File: src/rtl/tlul_pkg.sv
// -----------------------------------------------------------------------------
// tlul_pkg
// Minimal TL-UL type package shared by the register adapter and its bench.
// Carries the bus widths, the A/D channel opcodes and the two channel structs
// (host-to-device request, device-to-host response).
// -----------------------------------------------------------------------------
package tlul_pkg;

  localparam int TL_AW  = 32;        // address width
  localparam int TL_DW  = 32;        // data width
  localparam int TL_AIW = 8;         // source id width
  localparam int TL_DIW = 1;         // sink id width
  localparam int TL_SZW = 2;         // size field width (log2 bytes)
  localparam int TL_DBW = TL_DW / 8; // byte-mask width

  // A channel opcodes
  localparam logic [2:0] PutFullData    = 3'h0;
  localparam logic [2:0] PutPartialData = 3'h1;
  localparam logic [2:0] Get            = 3'h4;

  // D channel opcodes
  localparam logic [2:0] AccessAck      = 3'h0;
  localparam logic [2:0] AccessAckData  = 3'h1;

  typedef struct packed {
    logic              a_valid;
    logic [2:0]        a_opcode;
    logic [2:0]        a_param;
    logic [TL_SZW-1:0] a_size;
    logic [TL_AIW-1:0] a_source;
    logic [TL_AW-1:0]  a_address;
    logic [TL_DBW-1:0] a_mask;
    logic [TL_DW-1:0]  a_data;
    logic              d_ready;
  } tlul_h2d_t;

  typedef struct packed {
    logic              d_valid;
    logic [2:0]        d_opcode;
    logic [2:0]        d_param;
    logic [TL_SZW-1:0] d_size;
    logic [TL_AIW-1:0] d_source;
    logic [TL_DIW-1:0] d_sink;
    logic [TL_DW-1:0]  d_data;
    logic              d_error;
    logic              a_ready;
  } tlul_d2h_t;

endpackage

File: src/rtl/tlul_adapter_reg.sv
// -----------------------------------------------------------------------------
// tlul_adapter_reg
// TL-UL device-side adapter: terminates an A/D channel pair and drives a
// single-cycle register-file port. At most one response is held in a
// registered slot; a new request may be accepted in the same cycle the held
// response is consumed, giving one transaction per cycle when d_ready stays 1.
//
// Handshake: a beat transfers on a channel in every cycle where its valid and
// ready are both 1 at the rising clock edge. A raised valid is held with stable
// payload until it transfers; ready may depend combinationally on the other
// channel's ready (a_ready follows d_ready when the slot is full).
//
// Ports
//   clk_i    clock
//   rst_ni   asynchronous active-low reset
//   tl_i     TL-UL request from host (A channel + d_ready)
//   tl_o     TL-UL response to host (D channel + a_ready)
//   re_o     read strobe, one cycle per accepted legal Get
//   we_o     write strobe, one cycle per accepted legal Put
//   addr_o   register byte address  (a_address[RegAw-1:0])
//   wdata_o  write data             (a_data)
//   be_o     byte enables           (a_mask)
//   rdata_i  read data, sampled combinationally in the re_o cycle
//   error_i  register-side error, valid in the re_o / we_o cycle
// -----------------------------------------------------------------------------
module tlul_adapter_reg #(
  parameter int RegAw = 8,
  parameter int RegDw = 32,
  parameter int RegBw = RegDw / 8
) (
  input  logic                clk_i,
  input  logic                rst_ni,
  input  tlul_pkg::tlul_h2d_t tl_i,
  output tlul_pkg::tlul_d2h_t tl_o,
  output logic                re_o,
  output logic                we_o,
  output logic [RegAw-1:0]    addr_o,
  output logic [RegDw-1:0]    wdata_o,
  output logic [RegBw-1:0]    be_o,
  input  logic [RegDw-1:0]    rdata_i,
  input  logic                error_i
);

  import tlul_pkg::*;

  // The register data path is wired straight onto the bus data field.
  if (RegDw != TL_DW) begin : g_dw_mismatch
    $error("tlul_adapter_reg: RegDw must equal tlul_pkg::TL_DW");
  end

  // ---------------------------------------------------------------------------
  // Response slot state
  // ---------------------------------------------------------------------------
  logic              outstanding;
  logic [2:0]        d_opcode_q;
  logic [TL_SZW-1:0] d_size_q;
  logic [TL_AIW-1:0] d_source_q;
  logic [TL_DW-1:0]  d_data_q;
  logic              d_error_q;

  // ---------------------------------------------------------------------------
  // A channel decode
  // ---------------------------------------------------------------------------
  logic op_get;
  logic op_put_full;
  logic op_put;
  logic proto_err;
  logic a_ready;
  logic a_ack;
  logic d_ack;
  logic strobe;
  logic rsp_error;
  logic [TL_DW-1:0] rsp_data;

  assign op_get      = (tl_i.a_opcode == Get);
  assign op_put_full = (tl_i.a_opcode == PutFullData);
  assign op_put      = op_put_full || (tl_i.a_opcode == PutPartialData);

  // Anything the register file cannot execute as a plain aligned word access
  // is rejected before a strobe is raised; the host still gets a response.
  always_comb begin
    proto_err = 1'b0;
    if (!(op_get || op_put))                  proto_err = 1'b1;
    if (tl_i.a_address[1:0] != 2'b00)         proto_err = 1'b1;
    if (tl_i.a_size > 2'd2)                   proto_err = 1'b1;
    if (op_put_full && (tl_i.a_mask != '1))   proto_err = 1'b1;
    if (tl_i.a_mask == '0)                    proto_err = 1'b1;
  end

  // The slot can take a new request when empty, or when its current response
  // leaves this cycle. Held in reset so nothing is accepted or strobed while
  // rst_ni is low.
  assign a_ready = rst_ni && (!outstanding || tl_i.d_ready);
  assign a_ack   = tl_i.a_valid && a_ready;
  assign d_ack   = outstanding && tl_i.d_ready;

  // ---------------------------------------------------------------------------
  // Register-file strobes, combinational with the accept
  // ---------------------------------------------------------------------------
  assign re_o    = a_ack && op_get && !proto_err;
  assign we_o    = a_ack && op_put && !proto_err;
  assign strobe  = re_o || we_o;

  assign addr_o  = tl_i.a_address[RegAw-1:0];
  assign wdata_o = tl_i.a_data;
  assign be_o    = tl_i.a_mask;

  // ---------------------------------------------------------------------------
  // Response payload for the transaction being accepted
  // ---------------------------------------------------------------------------
  assign rsp_error = proto_err || (error_i && strobe);

  // Errored reads return all ones so a failed read is never mistaken for data;
  // writes and unsupported opcodes carry no data.
  always_comb begin
    rsp_data = '0;
    if (op_get) begin
      rsp_data = rsp_error ? '1 : rdata_i;
    end
  end

  // ---------------------------------------------------------------------------
  // Response slot: load on accept (also when the old response leaves in the
  // same cycle), clear on consume without a new accept.
  // ---------------------------------------------------------------------------
  always_ff @(posedge clk_i or negedge rst_ni) begin
    if (!rst_ni) begin
      outstanding <= 1'b0;
      d_opcode_q  <= '0;
      d_size_q    <= '0;
      d_source_q  <= '0;
      d_data_q    <= '0;
      d_error_q   <= 1'b0;
    end else if (a_ack) begin
      outstanding <= 1'b1;
      d_opcode_q  <= op_get ? AccessAckData : AccessAck;
      d_size_q    <= tl_i.a_size;
      d_source_q  <= tl_i.a_source;
      d_data_q    <= rsp_data;
      d_error_q   <= rsp_error;
    end else if (d_ack) begin
      outstanding <= 1'b0;
    end
  end

  // ---------------------------------------------------------------------------
  // D channel drive; param and sink are always zero.
  // ---------------------------------------------------------------------------
  always_comb begin
    tl_o          = '0;
    tl_o.d_valid  = outstanding;
    tl_o.d_opcode = d_opcode_q;
    tl_o.d_size   = d_size_q;
    tl_o.d_source = d_source_q;
    tl_o.d_data   = d_data_q;
    tl_o.d_error  = d_error_q;
    tl_o.a_ready  = a_ready;
  end

  // A channel fields this adapter does not interpret.
  logic unused_tl;
  assign unused_tl = ^{tl_i.a_param, tl_i.a_address[TL_AW-1:RegAw]};

endmodule

File: config.mk
export PLATFORM = sky130hd
export DESIGN_NAME = tlul_adapter_reg
export DESIGN_NICKNAME = d
export VERILOG_FILES = /design/src/rtl/tlul_pkg.sv /design/src/rtl/tlul_adapter_reg.sv
export SDC_FILE = /design/constraint.sdc
export NUM_CORES = 1
export LEC_CHECK = 0
export CAP_MARGIN = 20
export CORE_MARGIN = 1
export CORE_UTILIZATION = 32
export DETAILED_ROUTE_END_ITERATION = 10
export PLACE_DENSITY = 0.83
export REMOVE_ABC_BUFFERS = 1
export SYNTH_ARGS = -nofsm -noshare
export SYNTH_HDL_FRONTEND = slang
export SYNTH_SLANG_ARGS = --single-unit
File: constraint.sdc
create_clock -name clk_i -period 2.35 [get_ports clk_i]
set_input_delay 0.47 -clock clk_i [delete_from_list [all_inputs] [get_ports clk_i]]
set_output_delay 0.47 -clock clk_i [all_outputs]
set_load 0.01 [all_outputs]
==> results, run 1 <==
- The flow ran to the end, and the final reports show no timing, DRC or antenna violations.
- Entering global routing, the biggest net connects 46 pins.
- After detailed routing, the total wire length is about 9.9 mm.
- The DRC violations left is 0.
- After layout, the worst path uses between 90% and 100% of the clock period.
- Summing every instance area after synthesis gives between 2000 and 3000 um2.
- The core region is 7770 um2.
- The synthesis warning total is 0.
- The initial antenna violation count came to 0.
- The number of routed nets with antenna violations is 0.
- After global routing the overflow that remains totals 0.
- Grouping stages by cell kind, the critical path spends the most delay in simple AND/OR/NAND/NOR gates.
- For the worst setup path, the data required time is between 1500 and 2000 ps.
- The wire length per cell is between 20 and 25 um.
- Hold repair after CTS inserted 0 buffers.
- The maximum level of the CTS H-tree is 2.
- After layout, the minimum clock period comes to between 2000 and 2500 ps.
- The area share of the leading cell type in the synthesized netlist is between 40% and 50%.
- After filler insertion, the fill cell instance count of the layout stands at about 770.
- The area added between synthesis and finish is 36.3%.
- The TritonCTS clock tree is done.
- The critical path in this run is classified as primary input to primary output.
- Row generation in the floorplan step produced 32 rows.
- The number of buffers inserted by port buffering is roughly 110.
- The post-synthesis area per instance is between 9 and 10 um2.
- The half-perimeter wire length after placement is between 7 and 8 mm.
- The total count of max-transition violations in the final report is 0.
- The worst slew slack as a fraction of its limit is around 66%.
- The tree is rooted in a clkbuf_8.
- The type of destination of the critical path is a primary output.
- The first global-routing pass estimated between 10 and 15 mm of wire.
- The area of placed instances is approximately 3400 um2.
- The maximum net fanout on the critical path is 5.
- The finished cells cover approximately 3500 um2.
- Derived from the worst setup path, the maximum achievable clock frequency is 441 MHz.
- The worst hold path belongs to the class primary input to async pin.
- The sequential area share after synthesis is 43.6%.
- The slew at the pin with the worst max-slew slack is 508 ps.
- Global routing used a little under a quarter of the available tracks across all layers.
- The number of iterations in the first detailed-routing pass is 4.
- The fraction of registers with async set or reset after synthesis is 100%.
- dfrtp_1 takes more of the synthesized area than any other cell.
- After detailed routing, the number of vias per cell comes to 5.27.
- The count of flip-flops with a built-in enable after synthesis is 0.
- The data arrival time of the critical path is 1800 ps.
- By area the synthesized netlist is led by dfrtp_1 (44%), buf_4 (15%), or4_1 (9.6%).
- The initial cell density of the core is 33.3%.
- For the final database, setup skew stands at approximately 5 ps.
- After clock tree synthesis, the clock-pin slew on the worst setup and hold paths is 90 ps.
- The maximum ir drop on the vdd rail is 0.000209 V.
- The clock drives 45 sinks.
- The number of buffers and inverters on the critical path is 2.
- The number of max-cap violations is 0.
- The number of buffers created by CTS is 5.
- Pin placement for this block handled ~220 I/O pins.
- The sum of internal, switching and leakage power is around 2.0 mW.
- For this run, the post-layout net count is between 400 and 500.
- In this run, synthesis produced a sequential element count of between 40 and 50.
- The number of DRC markers in iteration 0 is 60.
- Walking the worst path, the cells encountered are dlygate4sd2_1 -> and2_4 -> or2_0 -> or3_1 -> nor4_2 -> buf_2.
- The static leakage power is 1.46 nW.
- The placer congestion estimate is between 0.7 and 0.8.
- The total via count in the routed design is ~2300.
- After technology mapping, the gate count stands at approximately 280.
- The later pin in the worst-skew pair is clocked with a latency of approximately 290 ps.
- Dividing total power by cell area gives a power density of 564 nW/um2.
- Cells with a size suffix above 1 make up about an eighth of the layout.
- The overall die area is between 8000 and 9000 um2.
- The die is 91.9 um wide.
- Setup violations remaining at the end of the flow were counted as 0.
- In this run, distinct cell masters in the synthesized netlist total 26.
- The number of antenna diodes is 0.
- The largest single stage delay on the critical path is 350 ps.
- The number of hold-slack violations in the final timing report came to 0.
- The clock tree buffer depth is 2.
- The vertical extent of the die is ~92 um.
- The number of global-route vias before repair is between 2000 and 2500.
- The library cell contributing the largest single delay on the critical path is or3_1.
- Among all flip-flop cells after synthesis, the most frequent one is dfrtp_1.
- STA classifies the critical path startpoint as a primary input.
-- synthesized netlist by cell type, drive strengths merged (2+ instances only) --
library cell and instances:
mux2 11, buf 62, or4 33, nand2 35
clkbuf 16, and2 2, nor3 32, dfrtp 45
o21ai 32
-- cells in the final DEF (no fill, tap or decap), types with 3 or more instances in the layout --
| cell type | netlist | layout |
|---|---|---|
| clkbuf_8 | 0 | 5 |
| nor3_1 | 32 | 32 |
| buf_4 | 53 | 12 |
| buf_2 | 6 | 3 |
| nand2_1 | 35 | 35 |
| dfrtp_1 | 45 | 45 |
| conb_1 | 1 | 6 |
| or4_1 | 33 | 33 |
| dlygate4sd2_1 | 0 | 11 |
| o21ai_1 | 32 | 32 |
| mux2_2 | 11 | 11 |
| clkdlybuf4s50_1 | 0 | 94 |
-- power breakdown --
group | switching [mW] | leakage, nW | internal [mW]
clock network | 0.256 | 0.0540 | 0.309
registers | 0.0443 | 0.584 | 0.856
logic | 0.220 | 0.825 | 0.300
total | 0.520 | 1.46 | 1.47
-- final timing paths --
path | from | end | slack [ps] | depth (start not counted)
min | rst_ni | d_size_q[1]$_DFFE_PN0P_ | 210 | 2
max in group asynchronous | rst_ni | d_data_q[16]$_DFFE_PN0P_ | 1490 | 3
min reg2reg | d_data_q[14]$_DFFE_PN0P_ | d_data_q[14]$_DFFE_PN0P_ | 490 | 2
min in group clk_i | d_data_q[14]$_DFFE_PN0P_ | d_data_q[14]$_DFFE_PN0P_ | 490 | 2
max | tl_i[84] | we_o | 80 | 6
max reg2reg | outstanding$_DFFE_PN0P_ | d_source_q[0]$_DFFE_PN0P_ | 650 | 6
-- sequential cells by signal (all words and copies together) (netlist names) --
register and count:
d_opcode_q 1, d_error_q 1, d_data_q 32, d_size_q 2, d_source_q 8, outstanding 1
-- layer usage --
metal,up-vias,global-route usage (%),wire [um]
met5,-,0,0
met3,10,22.4,2030
met1,1088,19.1,2740
li1,1037,-,-
met2,180,39.3,4840
met4,0,7.03,249
-- per-stage QoR --
stage	setup WS [ps]	hold WS (ps)	setup TNS, ps	util (%)	std cells
6_report	83.1	211	0	45.3	439
4_1_cts	17.3	204	0	45.2	439
3_5_place_dp	-630	474	-1220	43.7	431
5_1_grt	-25.9	216	-25.9	45.3	439
3_3_place_gp	-637	464	-1170	43.7	431
2_1_floorplan	-1030	174	-19830	-	208
-- cell families after synthesis --
logic type             Yosys count  share of synthesized area (%)
and+or+nand+nor                110                           23.6
buffers and inverters           78                           20.2
DFF                             45                           43.6
AOI/OAI and AO/OA               36                           7.65
muxes                           11                           4.79
other                            1                          0.145
-- area by class of cell --
class | instances | area (um2) | share of cell area [%]
multi-input cells | 163 | 988 | 28.1
flip-flops and latches | 45 | 1130 | 32.0
repair buffers | 122 | 1170 | 33.4
well taps | 102 | 128 | 3.62
clock inverters | 2 | 35.0 | 0.995
clock buffers | 5 | 68.8 | 1.95
-- timing repair --
item,in CTS,in global routing
pin swaps,7,0
resized for setup,26,2
endpoints found under the setup margin,2,2
cloned,0,0
setup buffers,1,0
Power figures use the tool's default switching activity.
==> run 2, diff against run 1 <==
--- a/config.mk
+++ b/config.mk
@@ -9,6 +9,7 @@
 export CORE_MARGIN = 1
 export CORE_UTILIZATION = 32
 export DETAILED_ROUTE_END_ITERATION = 10
+export MAX_ROUTING_LAYER = met4
 export PLACE_DENSITY = 0.83
 export REMOVE_ABC_BUFFERS = 1
 export SYNTH_ARGS = -nofsm -noshare
==> results, run 2 (synthesis results as in run 1) <==
- The share of the clock period used by the worst path after layout came to 96.5% (about the same).
- The post-layout minimum cycle time is 2270 ps (about the same).
- The ratio of routed vias to standard cells was 5.25 (was 5.27).
- The clock latency reported for the late side of the worst-skew pair is 290 ps (about the same).
- The static leakage power was 1.46 nW (unchanged).
- Cells along the critical path: dlygate4sd2_1 -> and2_4 -> or2_0 -> or3_1 -> nor4_2 -> buf_2 (unchanged).
- The maximum level of the CTS H-tree came to 2 (unchanged).
- The core region area is 7770 um2 (unchanged).
- The setup slack after layout is 82.5 ps (was 83.1 ps).
- Regs by FF count: d_data_q: 32 flops, d_source_q: 8 flops, d_size_q: 2 flops (unchanged).
- The post-placement setup slack is -630 ps (unchanged).
- The worst slew slack as a fraction of its limit is 66.6% (was 66.2%).
- The total via count in the routed design is 2304 (was 2315).
- The largest clock skew in the final design is 6.41 ps (was 4.93 ps).
- The initial cell density of the core is 33.3% (unchanged).
- The placer congestion estimate is 0.793 (was 0.782).
- The total of endpoints with negative setup slack in the final report is 0 (unchanged).
- The clock edge transition at the registers on the reported setup and hold paths is 90 ps (about the same).
- The total global routing overflow is 0 (unchanged).
- The clock tree buffer depth is 2 (unchanged).
- Highest-count cells in the layout ignoring fill and taps: clkdlybuf4s50_1 (94), dfrtp_1 (45), nand2_1 (35), or4_1 (33) (unchanged).
- The largest stage delay on the critical path was 350 ps (about the same).
- The combinational power share is 26.1% (was 26.2%).
- The die extent in x came to 91.9 um (unchanged).
- The count of placed standard cells in the final layout, fillers left out is 439 (unchanged).
- The internal power component is 1.47 mW (about the same).
- The root buffer cell is clkbuf_8 (unchanged).
- The final-stage net count is 458 (unchanged).
- The total count of max-transition violations in the final report is 0 (unchanged).
- The area added between synthesis and finish is 36.3% (unchanged).
- The net switching power of the design is 0.521 mW (was 0.520 mW).
- The maximum ir drop on the vdd rail is 0.000211 V (was 0.000209 V).
- The number of DRC markers in iteration 0 is 72 (was 60).
- The TritonCTS clock tree is done (unchanged).
- The largest net degree at the start of global routing is 46 (unchanged).
- The number of buffers inserted by hold repair at cts is 0 (unchanged).
- The overall die area was 8440 um2 (unchanged).
- The number of buffers inserted by port buffering was 109 (unchanged).
- The number of iterations in the first detailed-routing pass came to 4 (unchanged).
- The number of max-cap violations is 0 (unchanged).
- The slew at the pin with the worst max-slew slack is 501 ps (was 508 ps).
- The number of routed nets with antenna violations was 0 (unchanged).
- The half-perimeter wire length after placement came to 7.86 mm (unchanged).
- The number of buffers created by CTS came to 5 (unchanged).
- The class of the worst hold path is primary input to async pin (unchanged).
- The type of destination of the critical path is a primary output (unchanged).
- The total placed cells including tap cells is 431 (unchanged).
- The wire length per cell is 22.5 um (about the same).
- The number of hold-slack violations in the final timing report is 0 (unchanged).
- The DRC violations left is 0 (unchanged).
- The initial antenna violation count is 0 (unchanged).
- The launching point of the worst reg2reg path is outstanding$_DFFE_PN0P_ (unchanged).
- The vertical extent of the die is 91.9 um (unchanged).
- The type of origin of the critical path is a primary input (unchanged).
- The data arrival time of the critical path is 1800 ps (about the same).
- The number of cells on the critical path is 6 (unchanged).
- The required arrival time at the worst endpoint is 1880 ps (about the same).
- The routed length on met3 is 2.05 mm (was 2.03 mm).
- The proportion of power drawn by flip-flops and latches is 45.3% (was 45.4%).
- Outcome: completed (unchanged).
- The detailed-routed wire length on met2 is 4.99 mm (was 4.84 mm).
- The flip-flop count of the largest register, all copies and words added came to 32 (unchanged).
- The number of sinks driven by the clock tree is 45 (unchanged).
- The global-route wire length before repair is 14.1 mm (about the same).
- The number of global-route vias before repair is 2114 (was 2112).
- The category of cells accounting for the largest share of critical-path delay is simple AND/OR/NAND/NOR gates (unchanged).
- The register with the highest flop count was d_data_q (unchanged).
- The highest routed metal layer was met4 (unchanged).
- The overall global routing resource usage is 24.1% (was 23.4%).
- The internal reg-to-reg setup slack is 660 ps (was 650 ps).
- The library cell contributing the largest single delay on the critical path is or3_1 (unchanged).
- The type of the worst setup path is primary input to primary output (unchanged).
- The net switching share of the total power is 26.2% (about the same).
- The worst-case reg-to-reg path depth was 6 (unchanged).
- The number of antenna diodes was 0 (unchanged).
- The maximum net fanout on the critical path was 5 (unchanged).
- The clock share of power was 28.5% (about the same).
- The floorplan row count is 32 (unchanged).
- The number of buffers and inverters on the critical path was 2 (unchanged).
- The most common cell after layout, fill and taps aside is clkdlybuf4s50_1 (unchanged).
- The maximum clock frequency was 441 MHz (about the same).
- The detailed-route wire length on metal 1 is 2.75 mm (was 2.74 mm).
- The end of the worst register-to-register path is d_source_q[0]$_DFFE_PN0P_ (unchanged).
- The number of top-level design ports is 219 (unchanged).
- The final wirelength was 9.89 mm (was 9.87 mm).
- The power density relative to cell area is 564 nW/um2 (about the same).
- The share of layout cells above drive strength 1 is 11.9% (unchanged).
## run 2: cell counts in the layout (fill, tap and decap cells not counted)
No cell type changed its count.
## run 2: repair_timing
item,4_1_cts,5_1_grt
resized for setup,26,2
cloned,0,0
endpoints found under the setup margin,2,2
pin swaps,7,0
buffers inserted,1,0
## run 2: power groups by stage
stage | logic, mW | clock network (mW) | registers (mW)
6_report | 0.519 | 0.566 | 0.901
5_1_grt | 0.560 | 0.605 | 0.911
4_1_cts | 0.523 | 0.580 | 0.901
3_5_place_dp | 0.522 | 0 | 0.916
3_3_place_gp | 0.511 | 0 | 0.911
2_1_floorplan | 0.125 | 0 | 0.953
## run 2: layout make-up
class | instances | area (um2)
clock buffer | 5 | 68.8
clock inverter | 2 | 35.0
fill | 766 | 4250
multi-input combinational | 163 | 988
sequential | 45 | 1130
tap | 102 | 128
timing repair buffer | 122 | 1170
## run 2: worst max path at each step
stage	slack, ps	to	startpoint
after global routing	-30	we_o	tl_i[84]
after global placement	-640	we_o	tl_i[84]
after detailed placement	-630	we_o	tl_i[84]
after CTS	20	re_o	tl_i[85]
final	80	we_o	tl_i[84]
after floorplan	-1030	re_o	tl_i[0]
## run 2: per-layer routing
| metal | GRT usage (%) | up-vias |
|---|---|---|
| met1 | 19.3 | 1069 |
| li1 | - | 1037 |
| met5 | - | - |
| met3 | 22.2 | 8 |
| met4 | 4.17 | 0 |
| met2 | 40.7 | 190 |
## run 2: per-stage QoR
step	hold slack, ps	util, %	area, um2	setup TNS (ps)	power [mW]
2_1_floorplan	174	-	2080	-19830	1.08
3_3_place_gp	464	43.7	3400	-1170	1.42
3_5_place_dp	474	43.7	3400	-1220	1.44
4_1_cts	204	45.2	3510	0	2.00
5_1_grt	213	45.3	3520	-25.9	2.08
6_report	208	45.3	3520	0	1.99
